## config.mk

```make
export PLATFORM = sky130hd
export DESIGN_NAME = decode_stage
export DESIGN_NICKNAME = d
export VERILOG_FILES = /design/src/rtl/gpu_decode_pkg.sv /design/src/rtl/decode_fifo.sv /design/src/rtl/decode_stage.sv
export SDC_FILE = /design/constraint.sdc
export NUM_CORES = 1
export LEC_CHECK = 0
export BUFFER_PORTS_ARGS = -buffer_cell sky130_fd_sc_hd__buf_2
export CELL_PAD_IN_SITES_DETAIL_PLACEMENT = 0
export CELL_PAD_IN_SITES_GLOBAL_PLACEMENT = 1
export CORE_AREA = 2 2 84 86
export DETAILED_ROUTE_END_ITERATION = 10
export DIE_AREA = 0 0 86 88
export GPL_TIMING_DRIVEN = 0
export MAX_ROUTING_LAYER = met4
export PLACE_DENSITY_LB_ADDON = 0.3
export SETUP_SLACK_MARGIN = 0.1
export SLEW_MARGIN = 20
export SYNTH_ARGS = -nofsm -noshare
export SYNTH_HDL_FRONTEND = slang
export SYNTH_SLANG_ARGS = --single-unit
export TNS_END_PERCENT = 20
```

## constraint.sdc

```tcl
create_clock -name clk -period 2.85 [get_ports clk]
set_clock_uncertainty 0.2 [all_clocks]
set_input_delay 0.4275 -clock clk [delete_from_list [all_inputs] [get_ports clk]]
set_output_delay 0.4275 -clock clk [all_outputs]
set_load 0.02 [all_outputs]
```

## src/rtl/gpu_decode_pkg.sv

```systemverilog
// Shared decode definitions: opcodes, control bundle layout, mux encodings.
// Latency: n/a (types and a pure combinational function only).
// Backpressure: n/a.
package gpu_decode_pkg;

    localparam logic [3:0] OP_NOP       = 4'h0;
    localparam logic [3:0] OP_BRNZP     = 4'h1;
    localparam logic [3:0] OP_CMP       = 4'h2;
    localparam logic [3:0] OP_ADD       = 4'h3;
    localparam logic [3:0] OP_SUB       = 4'h4;
    localparam logic [3:0] OP_MUL       = 4'h5;
    localparam logic [3:0] OP_DIV       = 4'h6;
    localparam logic [3:0] OP_LDR       = 4'h7;
    localparam logic [3:0] OP_STR       = 4'h8;
    localparam logic [3:0] OP_CONST     = 4'h9;
    localparam logic [3:0] OP_MOVC      = 4'hA;
    localparam logic [3:0] OP_SSY       = 4'hB;
    localparam logic [3:0] OP_SYNC      = 4'hC;
    localparam logic [3:0] OP_JUMP      = 4'hD;
    localparam logic [3:0] OP_ILLEGAL_E = 4'hE;
    localparam logic [3:0] OP_RET       = 4'hF;

    // Register write-back source select
    localparam logic [1:0] REG_IN_ALU   = 2'b00;
    localparam logic [1:0] REG_IN_MEM   = 2'b01;
    localparam logic [1:0] REG_IN_CONST = 2'b10;
    localparam logic [1:0] REG_IN_MOVC  = 2'b11;

    // ALU arithmetic operation select
    localparam logic [1:0] ALU_ADD = 2'b00;
    localparam logic [1:0] ALU_SUB = 2'b01;
    localparam logic [1:0] ALU_MUL = 2'b10;
    localparam logic [1:0] ALU_DIV = 2'b11;

    // 16-bit control word, reg_we in the MSB down to spare in the LSB
    typedef struct packed {
        logic       reg_we;
        logic       mem_re;
        logic       mem_we;
        logic       nzp_we;
        logic       sync;
        logic       ssy;
        logic [1:0] reg_in_mux;
        logic [1:0] alu_arith_mux;
        logic       alu_out_mux;
        logic       pc_mux;
        logic       jump;
        logic       ret;
        logic       illegal;
        logic       spare;
    } ctrl_t;

    // Opcode to control word; every bit not named for an opcode stays 0
    function automatic ctrl_t decode_ctrl(input logic [3:0] op);
        ctrl_t c;
        c = '0;
        case (op)
            OP_NOP:   ;
            OP_BRNZP: c.pc_mux = 1'b1;
            OP_CMP: begin
                c.alu_out_mux = 1'b1;
                c.nzp_we      = 1'b1;
            end
            OP_ADD: begin
                c.reg_we        = 1'b1;
                c.reg_in_mux    = REG_IN_ALU;
                c.alu_arith_mux = ALU_ADD;
            end
            OP_SUB: begin
                c.reg_we        = 1'b1;
                c.reg_in_mux    = REG_IN_ALU;
                c.alu_arith_mux = ALU_SUB;
            end
            OP_MUL: begin
                c.reg_we        = 1'b1;
                c.reg_in_mux    = REG_IN_ALU;
                c.alu_arith_mux = ALU_MUL;
            end
            OP_DIV: begin
                c.reg_we        = 1'b1;
                c.reg_in_mux    = REG_IN_ALU;
                c.alu_arith_mux = ALU_DIV;
            end
            OP_LDR: begin
                c.reg_we     = 1'b1;
                c.mem_re     = 1'b1;
                c.reg_in_mux = REG_IN_MEM;
            end
            OP_STR:   c.mem_we = 1'b1;
            OP_CONST: begin
                c.reg_we     = 1'b1;
                c.reg_in_mux = REG_IN_CONST;
            end
            OP_MOVC: begin
                c.reg_we     = 1'b1;
                c.reg_in_mux = REG_IN_MOVC;
            end
            OP_SSY:   c.ssy  = 1'b1;
            OP_SYNC:  c.sync = 1'b1;
            OP_JUMP:  c.jump = 1'b1;
            OP_RET:   c.ret  = 1'b1;
            default:  c.illegal = 1'b1;
        endcase
        return c;
    endfunction

endpackage

```

## src/rtl/decode_fifo.sv

```systemverilog
// Generic DEPTH x WIDTH synchronous FIFO with flush and occupancy count.
// Latency: write in cycle N is visible at the head in cycle N+1.
// Backpressure: wr_rdy is a flop equal to !full, so a push into a full FIFO waits a cycle even if a pop happens.
module decode_fifo #(
    parameter int DEPTH = 2,
    parameter int WIDTH = 8
) (
    input  logic                     clk,
    input  logic                     reset,
    input  logic                     flush,
    input  logic                     wr_vld,
    output logic                     wr_rdy,
    input  logic [WIDTH-1:0]         wr_dat,
    output logic                     rd_vld,
    input  logic                     rd_rdy,
    output logic [WIDTH-1:0]         rd_dat,
    output logic [$clog2(DEPTH):0]   occupancy
);
    localparam int PTR_W = $clog2(DEPTH);
    localparam int CNT_W = PTR_W + 1;
    localparam logic [CNT_W-1:0] FULL_CNT = CNT_W'(DEPTH);

    logic [WIDTH-1:0] mem [DEPTH];
    logic [PTR_W-1:0] wr_ptr;
    logic [PTR_W-1:0] rd_ptr;
    logic [CNT_W-1:0] cnt;
    logic [CNT_W-1:0] cnt_next;
    logic             rdy_q;
    logic             push;
    logic             pop;

    assign rd_vld    = (cnt != '0);
    assign wr_rdy    = rdy_q;
    assign occupancy = cnt;
    assign rd_dat    = mem[rd_ptr];
    assign push      = wr_vld && rdy_q && !flush;
    assign pop       = rd_vld && rd_rdy && !flush;

    // Next occupancy: simultaneous push and pop leave it unchanged
    always_comb begin
        cnt_next = cnt;
        case ({push, pop})
            2'b10:   cnt_next = cnt + CNT_W'(1);
            2'b01:   cnt_next = cnt - CNT_W'(1);
            default: cnt_next = cnt;
        endcase
    end

    // Pointers, count and registered ready; flush behaves like a soft reset
    always_ff @(posedge clk) begin
        if (reset || flush) begin
            wr_ptr <= '0;
            rd_ptr <= '0;
            cnt    <= '0;
            rdy_q  <= 1'b1;
        end else begin
            if (push) wr_ptr <= wr_ptr + PTR_W'(1);
            if (pop)  rd_ptr <= rd_ptr + PTR_W'(1);
            cnt   <= cnt_next;
            rdy_q <= (cnt_next != FULL_CNT);
        end
    end

    // Storage needs no reset: the head is only consumed while rd_vld is high
    always_ff @(posedge clk) begin
        if (push) mem[wr_ptr] <= wr_dat;
    end

endmodule

```

## src/rtl/decode_stage.sv

```systemverilog
// Buffered instruction decoder: decodes at push, queues bundles, presents them downstream.
// Latency: instruction accepted in cycle N appears on out_* in cycle N+1 when the queue was empty.
// Backpressure: in_ready is registered !full; flush drops queued and same-cycle traffic.
module decode_stage
    import gpu_decode_pkg::*;
#(
    parameter int REG_ADDR_W = 4,
    parameter int DEPTH      = 2
) (
    input  logic                         clk,
    input  logic                         reset,
    input  logic                         flush,
    input  logic                         in_valid,
    output logic                         in_ready,
    input  logic [4+3*REG_ADDR_W-1:0]    in_instr,
    output logic                         out_valid,
    input  logic                         out_ready,
    output logic [REG_ADDR_W-1:0]        out_rd,
    output logic [REG_ADDR_W-1:0]        out_rs,
    output logic [REG_ADDR_W-1:0]        out_rt,
    output logic [2*REG_ADDR_W-1:0]      out_imm,
    output logic [2:0]                   out_nzp,
    output ctrl_t                        out_ctrl,
    output logic [$clog2(DEPTH):0]       occupancy
);
    localparam int R       = REG_ADDR_W;
    localparam int INSTR_W = 4 + 3 * R;
    localparam int IMM_W   = 2 * R;

    typedef struct packed {
        logic [R-1:0]     rd;
        logic [R-1:0]     rs;
        logic [R-1:0]     rt;
        logic [IMM_W-1:0] imm;
        logic [2:0]       nzp;
        ctrl_t            ctrl;
    } bundle_t;

    logic [3:0] opcode;
    bundle_t    dec;
    bundle_t    head;

    assign opcode = in_instr[INSTR_W-1 -: 4];

    // Field extraction and control decode of the incoming instruction
    always_comb begin
        dec      = '0;
        dec.rd   = in_instr[INSTR_W-5 -: R];
        dec.rs   = in_instr[2*R-1 -: R];
        dec.rt   = in_instr[R-1:0];
        dec.imm  = in_instr[IMM_W-1:0];
        dec.ctrl = decode_ctrl(opcode);
        case (opcode)
            OP_BRNZP, OP_SSY: dec.nzp = in_instr[INSTR_W-5 -: 3];
            OP_MOVC:          dec.nzp = in_instr[3:1];
            default:          dec.nzp = 3'b000;
        endcase
    end

    decode_fifo #(
        .DEPTH (DEPTH),
        .WIDTH ($bits(bundle_t))
    ) u_fifo (
        .clk       (clk),
        .reset     (reset),
        .flush     (flush),
        .wr_vld    (in_valid),
        .wr_rdy    (in_ready),
        .wr_dat    (dec),
        .rd_vld    (out_valid),
        .rd_rdy    (out_ready),
        .rd_dat    (head),
        .occupancy (occupancy)
    );

    // Outputs read zero while the queue is empty so stale storage never leaks
    always_comb begin
        out_rd   = '0;
        out_rs   = '0;
        out_rt   = '0;
        out_imm  = '0;
        out_nzp  = '0;
        out_ctrl = '0;
        if (out_valid) begin
            out_rd   = head.rd;
            out_rs   = head.rs;
            out_rt   = head.rt;
            out_imm  = head.imm;
            out_nzp  = head.nzp;
            out_ctrl = head.ctrl;
        end
    end

endmodule

```

# --- After elaboration in Yosys (flattened, before gate mapping) ---
# Memory sizes are Yosys's and may differ from the RTL's. A register that Yosys moved wholly into a read port is not among the register bits.
# Index checks and enable logic that the tools add are counted.
# W data, S select, Z words.
classes:
  n_reduce_logical: 11
  addsub: 4
  n_mux: 24
  eq_ne: 17
op_table:
  columns: ["cell", "n"]
  rows:
  - ["$eq A4 B4 Y1 const B", 7]
  - ["$eq A4 B3 Y1 const B", 4]
  - ["$mux W16", 1]
  - ["$reduce_or A15 Y1", 1]
  - ["$mux W1", 14]
  - ["$mux W4", 3]
  - ["$pmux W2 S3", 2]
  - ["$eq A4 B2 Y1 const B", 2]
  - ["$mux W8", 1]
  - ["$reduce_or A7 Y1", 1]
  - ["$pmux W3 S2", 1]
  - ["$eq A4 B1 Y1 const B", 1]
  - ["$logic_and A1 B1 Y1", 4]
  - ["$logic_not A4 Y1", 1]
  - ["$pmux W2 S2", 1]
  - ["$mux W3", 1]
  - ["$add A1 B1 Y1 const B", 2]
  - ["$add A2 B1 Y2 const B", 1]
  - ["$eq A2 B1 Y1 const B", 1]
  - ["$eq A2 B2 Y1 const B", 1]
  - ["$ne A2 B2 Y1 const B", 1]
  - ["$reduce_bool A2 Y1", 1]
  - ["$reduce_or A2 Y1", 1]
  - ["$sub A2 B1 Y2 const B", 1]
  - ["2 further kinds", 2]
word_totals:
  mem_count: 1
  inputBits: 21
  ramBits: 76
  regBits: 5
  out_inout_bits: 43
memory_table:
  columns: ["memory", "depth", "width", "rd", "rd_clocked_by_memory_dff", "wr", "line", "source"]
  rows:
  - ["u_fifo.mem", 2, 38, 1, 1, 1, "decode_fifo.sv:23", "logic [WIDTH-1:0] mem [DEPTH];"]

# --- Logic depth before layout (Yosys ltp) ---
# Gate-level depths: netlist of run 1.
depth:
  depth_word: 6
  ltp_mapped: 6
  depth_no_buf: 6

# --- By module ---
# Synthesis of run 1 repeated with hierarchy kept, for this count alone.
hier_totals:
  cells_unflattened: 236
  hier_area_um2: 3619.7
modules_own_cells:
  columns: ["module", "n_inst", "seq_area_each_um2", "cells_each", "area_each_um2"]
  rows:
  - ["decode_fifo", 1, 2462.4, 152, 3080.5]
  - ["decode_stage", 1, 0.0, 84, 539.3]

# --- Worst setup path after synthesis of run 1 ---
# OpenSTA, ideal clock, no wires.
synth_timing:
  kind: "register to register"
  from: "register u_fifo.rdy_q (netlist: u_fifo.wr_rdy)"
  to: "memory u_fifo.mem[0][0] (netlist name) (enable)"
  setup_time_ns: 0.415
  t_arrival_ns: 2.072
  slack_ns: 0.163
  stages_incl_launch_ff: 4
  synth_period_minus_slack_ns: 2.687
  cell_sequence: "dfxtp_1 -> nand2_1 -> or2_2 -> nor2_1"
synth_via:
  elab_chain_cells: 4
synth_rtl:
  columns: ["element", "line", "source"]
  rows:
  - ["start: declaration", "decode_fifo.sv:28", "logic rdy_q;"]
  - ["start signal: assignment", "decode_fifo.sv:60", "rdy_q <= (cnt_next != FULL_CNT);"]
  - ["$logic_and A1 B1 Y1 (2 in series)", "decode_fifo.sv:36", "assign push = wr_vld && rdy_q && !flush;"]
  - ["$mux W1", "decode_fifo.sv:66", "if (push) mem[wr_ptr] <= wr_dat;"]
  - ["$mux W1 (not written as such)", "decode_fifo.sv:66", null]
  - ["end: declaration", "decode_fifo.sv:23", null]
# No other way between the ends.

# --- Final worst setup path of run 1 ---
layout_timing:
  from: "register u_fifo.cnt[0] (netlist: u_fifo.occupancy[0])"
  to: "output out_rt[3]"
layout_via:
  elab_chain_cells: 2
layout_rtl:
  columns: ["element", "line", "source"]
  rows:
  - ["start: declaration", "decode_fifo.sv:26", "logic [CNT_W-1:0] cnt;"]
  - ["start signal: assignment", "decode_fifo.sv:59", "cnt <= cnt_next;"]
  - ["$reduce_bool A2 Y1", "decode_fifo.sv:32", "assign rd_vld = (cnt != '0);"]
  - ["$mux W4", "decode_stage.sv:84", "if (out_valid) begin"]
  - ["end: declaration", "decode_stage.sv:20", "output logic [REG_ADDR_W-1:0] out_rt,"]
# No other way between the ends.

==> results.sh, run 1 <==
export IMPL_status="completed"
export IMPL_drt_wl_total_mm=5.14
export IMPL_drive_gt1_frac=0.352
export IMPL_ff2ff_path_depth=4
export IMPL_diodes=0
export IMPL_cts_buffer_depth=2
export IMPL_switchingPower_mw=0.412
export IMPL_r2r_start="u_fifo.wr_rdy$_SDFF_PP1_"
export IMPL_slew_headroom=0.656
export IMPL_r2r_slack_ps=960
export IMPL_root_buffer="clkbuf_8"
export IMPL_syn_inst=204
export IMPL_seqCellArea_sq_um=1860
export IMPL_ys_types=31
export IMPL_min_to="u_fifo.mem[0][33]$_DFFE_PP_"
export IMPL_viasPerCell=4.72
export IMPL_synth_most_common_cell="edfxtp_1"
export IMPL_synth_seq_area_share=0.672
export IMPL_ir_drop_mv=0.370
export IMPL_crit_fanout=10
export IMPL_grt_usage=0.148
export IMPL_ys_warn_count=0
export IMPL_clkLatencyLatePin_ps=320
export IMPL_fin_cells=364
export IMPL_rsz0062_at_grt="no"
export IMPL_cts_setup_buffers=0
export IMPL_dieArea_sq_um=7570
export IMPL_worstMarginPinSlew_ps=514
export IMPL_cts_buffers=9
export IMPL_grt_pass1_vias=1696
export IMPL_fillers=596
export IMPL_timing_hold_ws_ps=88.6
export IMPL_routabilityCongestion=0.726
export IMPL_cap_viol_max_count=0
export IMPL_leakagePower_nw=1.36
export IMPL_cts_max_level=3
export IMPL_seq_power_share=0.524
export IMPL_critPathArrivalTime_ps=1760
export IMPL_cp_end_kind="primary output"
export IMPL_first_iter_violations=74
export IMPL_crit_required_ps=2220
export IMPL_port_buffers=62
export IMPL_r2r_end="u_fifo.mem[1][9]$_DFFE_PP_"
export IMPL_timing_hold_violations_final=0
export IMPL_setup_violations=0
export IMPL_final_core_util=0.520
export IMPL_die_x_microns=86
export IMPL_synth_flop_cell="edfxtp_1"
export IMPL_dp_hpwl_mm=3.64
export IMPL_min_delay_path_depth=1
export IMPL_fmax_ghz=0.420
export IMPL_place_inst=348
export IMPL_rows=30
export IMPL_synth_top_area_cell="edfxtp_1"
export IMPL_switching_share=0.205
export IMPL_yosysTopAreaCellShare=0.628
export IMPL_drv_slew=0
export IMPL_clk_pin_slew_ps=70
export IMPL_clock_sinks=64
export IMPL_power_density_nw_per_um2=582
export IMPL_grt_ovfl_total=0
export IMPL_wl_per_cell_microns=14.1
export IMPL_final_nets=301
export IMPL_p_int_mw=1.60
export IMPL_power_total_mw=2.01
export IMPL_startpoint_type="flop"
export IMPL_grt_pass1_wl_mm=7.95
export IMPL_ys_top_cells_by_count="58 x edfxtp_1, 43 x nor2_1, 29 x mux2i_1"
export IMPL_combPwrFrac=0.077
export IMPL_design_core_area_sq_um=6640
export IMPL_area_growth_pct=24.7
export IMPL_first_pass_iters=4
export IMPL_min_period_over_period=0.836
export IMPL_ys_top_cells_by_area="edfxtp_1 63%, mux2i_1 10%, nor2_1 5.8%, dfxtp_1 4.3%, buf_4 3.3%"
export IMPL_multi_input_area_sq_um=781
export IMPL_ios=64
export IMPL_synth_edf_count=58
export IMPL_initial_core_util=0.417
export IMPL_avgSynthCellArea_sq_um=13.6
export IMPL_pwr_share_clk=0.399
export IMPL_ant_nets=0
export IMPL_synth_seq_cells=64
export IMPL_layout_min_cycle_time_ps=2380
export IMPL_cp_startpoint="u_fifo.occupancy[0]$_SDFF_PP0_"
export IMPL_async_reset_ff_frac=0
export IMPL_grt_start_max_net_pins=17
export IMPL_cts_resized=0
export IMPL_holdCritPathClass="in -> reg"
export IMPL_drcViolationCount=0
export IMPL_vias=1717
export IMPL_critPathKind="reg -> out"
export IMPL_fp_dieH_microns=88
export IMPL_cts_tree="built"
export IMPL_synth_net_count=226
export IMPL_min_from="in_instr[7]"
export IMPL_antenna_found_initial=0
export IMPL_syn_area_sq_um=2770
export IMPL_hold_buffers=0
cell families after synthesis:
logic type,Yosys count,share of synthesized area
XOR/XNOR,5,0.0158
flip-flops,64,0.672
AO/OA/AOI/OAI,10,0.0244
buffers and inverters,23,0.0519
adder cells (fa/ha/maj),1,0.00451
AND/OR/NAND/NOR,68,0.113
multiplexers,32,0.117
other,1,0.00135
power groups by stage:
| stage | combinational (mW) | sequential (mW) | clock, mW |
|---|---|---|---|
| finish | 0.155 | 1.05 | 0.802 |
| CTS | 0.157 | 1.05 | 0.822 |
| floorplan | 0.0935 | 1.07 | 0 |
| detailed placement | 0.156 | 1.07 | 0 |
| global route | 0.170 | 1.05 | 0.873 |
| global placement | 0.145 | 1.07 | 0 |
per-stage QoR:
| stage | setup TNS, ps | area (sq um) | setup slack [ps] |
|---|---|---|---|
| after floorplan | 0 | 2770 | 163 |
| after global placement | -37950 | 3180 | -656 |
| after detailed placement | 0 | 3250 | 748 |
| final | 0 | 3460 | 467 |
| after global routing | 0 | 3460 | 331 |
| after CTS | 0 | 3460 | 416 |
sequential cells by signal, indices dropped and copies added, names as in the netlist, named ones only:
signal	cells
u_fifo.mem	58
u_fifo.occupancy	2
u_fifo.rd_ptr	1
u_fifo.wr_ptr	1
u_fifo.wr_rdy	1
layout make-up:
type	count	area share
plain buffers	20	0.0384
clock inverters	4	0.0199
multi-input cells	117	0.226
inverters	3	0.00326
flip-flops and latches	64	0.539
repair buffers	64	0.106
well taps	80	0.0290
clock buffers	12	0.0391
layout by cell type, fill, tap and decap left out, drive strengths merged, types with 3 or more instances in the layout:
| cell | instances |
|---|---|
| mux2 | 3 |
| dfxtp | 6 |
| edfxtp | 58 |
| nor2 | 43 |
| nor3b | 4 |
| nand2b | 4 |
| o21ai | 3 |
| xnor2 | 3 |
| nor3 | 6 |
| a32oi | 3 |
| nand2 | 4 |
| mux2i | 29 |
| buf | 81 |
| inv | 3 |
| clkbuf | 15 |
worst max-delay path, stage by stage, from the launching register on:
cell	delay [ps]
dfxtp_1	360
nor2_1	190
clkbuf_1	430
nor2_1	150
buf_4	160
buf_2	150
per-layer routing:
metal,track usage,up-vias,wire length (microns)
li1,-,868,-
met1,0.167,796,2320
met2,0.251,47,2540
met3,0.0320,6,218
met4,0.0736,0,61
met5,-,-,0
worst max path at each step:
| stage | to | slack [ps] |
|---|---|---|
| 2_1_floorplan | u_fifo.mem[0][0]$_DFFE_PP_ | 160 |
| 3_3_place_gp | u_fifo.mem[1][12]$_DFFE_PP_ | -660 |
| 3_5_place_dp | u_fifo.mem[1][12]$_DFFE_PP_ | 750 |
| 4_1_cts | out_rt[3] | 420 |
| 5_1_grt | out_rt[3] | 330 |
| 6_report | out_rt[3] | 470 |
(Power assumes the default switching activity.)
==> run 2: changes to the inputs <==
==> constraint.sdc (replaced) <==
create_clock -name clk -period 2.45 [get_ports clk]
set_clock_uncertainty 0.2 [all_clocks]
set_input_delay 0.3675 -clock clk [delete_from_list [all_inputs] [get_ports clk]]
set_output_delay 0.3675 -clock clk [all_outputs]
set_load 0.02 [all_outputs]
==> run 2 against run 1 <==
Compared with the run above: total power increased by 16%; die area unchanged; sequential power grew 17%; global-route usage stayed put; clock-buffer cell count unchanged; non-clock buffer count unchanged; largest power group unchanged; utilization about the same; via count stayed put; cell count unchanged; largest cell class unchanged; design area about the same; hold slack worse by 60 ps; register-to-register slack worse by 400 ps.
==> results.sh, run 2 (same netlist as run 1, synthesis figures left out) <==
export IMPL_final_common_cell="buf_2"
export IMPL_min_period_over_period=0.913
export IMPL_crit_required_ps=1880
export IMPL_fmax_ghz=0.447
export IMPL_drive_gt1_frac=0.359
export IMPL_initial_core_util=0.417
export IMPL_critPathTopFamily="buffers and inverters"
export IMPL_worstMarginPinSlew_ps=514
export IMPL_cts_buffer_depth=2
export IMPL_ant_nets=0
export IMPL_grt_pass1_wl_mm=7.95
export IMPL_critPathArrivalTime_ps=1670
export IMPL_layout_min_cycle_time_ps=2240
export IMPL_critPathKind="reg -> out"
export IMPL_post_dp_cell_area_sq_um=3250
export IMPL_ir_drop_mv=0.431
export IMPL_antenna_found_initial=0
export IMPL_final_nets=301
export IMPL_die_x_microns=86
export IMPL_crit_fanout=10
export IMPL_design_core_area_sq_um=6640
export IMPL_cts_max_level=3
export IMPL_grt_ovfl_total=0
export IMPL_clk_pin_slew_ps=70
export IMPL_startpoint_type="flop"
export IMPL_timing_hold_ws_ps=28.6
export IMPL_cp_end_kind="primary output"
export IMPL_setup_violations=0
export IMPL_fin_cells=364
export IMPL_ios=64
export IMPL_area_growth_pct=24.8
export IMPL_finalInstanceArea_sq_um=3460
export IMPL_power_total_mw=2.34
export IMPL_tns_ps=0
export IMPL_rsz0062_at_grt="yes"
export IMPL_viasPerCell=4.72
export IMPL_cts_tree="built"
export IMPL_leakagePower_nw=1.37
export IMPL_grt_start_max_net_pins=17
export IMPL_grt_usage=0.148
export IMPL_rows=30
export IMPL_dieArea_sq_um=7570
export IMPL_cap_viol_max_count=0
export IMPL_diodes=0
export IMPL_final_cell_mix="66 x buf_2, 58 x edfxtp_1, 41 x nor2_1"
export IMPL_holdCritPathClass="in -> reg"
export IMPL_clkLatencyLatePin_ps=320
export IMPL_largest_reg_flops=58
export IMPL_power_density_nw_per_um2=676
export IMPL_drcViolationCount=0
export IMPL_wl_per_cell_microns=14.1
export IMPL_dp_hpwl_mm=3.64
export IMPL_first_pass_iters=4
export IMPL_drv_slew=0
export IMPL_routabilityCongestion=0.726
export IMPL_vias=1717
export IMPL_status="completed"
export IMPL_clock_sinks=64
export IMPL_cp_common_cell="nor2_1"
export IMPL_port_buffers=62
export IMPL_cts_buffers=9
export IMPL_grt_pass1_vias=1696
export IMPL_first_iter_violations=74
export IMPL_critPathSlowestCell="clkbuf_1"
export IMPL_fillers=596
export IMPL_slowest_delay_ps=390
export IMPL_timing_hold_violations_final=0
export IMPL_cp_buffers_inverters=3
export IMPL_largest_register="u_fifo.mem"
export IMPL_slew_headroom=0.656
export IMPL_worstPathCellList="nor2_1 -> clkbuf_1 -> nor2_1 -> buf_4 -> buf_2"
export IMPL_seqCellArea_sq_um=1860
export IMPL_root_buffer="clkbuf_8"
export IMPL_multi_input_area_sq_um=781
export IMPL_fp_dieH_microns=88
export IMPL_place_inst=348
export IMPL_drt_wl_total_mm=5.14
[run 2: cell counts in the layout (fill, tap and decap cells not counted)]
Identical to the previous run, type by type.
[run 2: routing by layer]
metal  track usage  wire, microns  vias up
met5             -              0        -
met4        0.0736             61        0
met3        0.0320            218        6
met2         0.251           2540       47
met1         0.167           2320      796
li1              -              -      868
[run 2: stage by stage]
| step | utilization | setup WS (ps) |
|---|---|---|
| floorplan | - | -237 |
| global placement | 0.479 | -996 |
| detailed placement | 0.489 | 408 |
| CTS | 0.520 | 122 |
| global route | 0.521 | 27.3 |
| finish | 0.521 | 213 |
[run 2: worst paths after layout]
check / slack [ps] / start / cells past startpoint / endpoint
worst max-delay path: 210 / u_fifo.occupancy[0]$_SDFF_PP0_ / 5 / out_rs[3]
worst min-delay path: 30 / in_instr[7] / 1 / u_fifo.mem[0][33]$_DFFE_PP_
worst max register to register: 560 / u_fifo.wr_rdy$_SDFF_PP1_ / 4 / u_fifo.mem[1][9]$_DFFE_PP_
worst min register to register: 360 / u_fifo.rd_ptr$_SDFFE_PP0P_ / 2 / u_fifo.rd_ptr$_SDFFE_PP0P_
[run 2: final cells by class]
cell class | instances | share of cell area
plain buffers | 20 | 0.0391
clock buffers | 12 | 0.0391
clock inverters | 4 | 0.0199
inverters | 3 | 0.00326
multi-input cells | 117 | 0.226
flip-flops and latches | 64 | 0.538
well taps | 80 | 0.0289
repair buffers | 64 | 0.106
[run 2: power breakdown]
part           total, mW  leakage (nW)  switching (mW)  internal, mW
logic              0.180         0.647           0.109        0.0712
registers           1.23         0.619         0.00706          1.22
clock network      0.932         0.102           0.363         0.569
[run 2: timing repair]
item / 4_1_cts / 5_1_grt
gates resized for setup: 1 / 2
hold buffers: 0 / 0
setup endpoints to repair: 2 / 7
buffers inserted: 0 / 0
endpoints found under the hold margin: 0 / 0
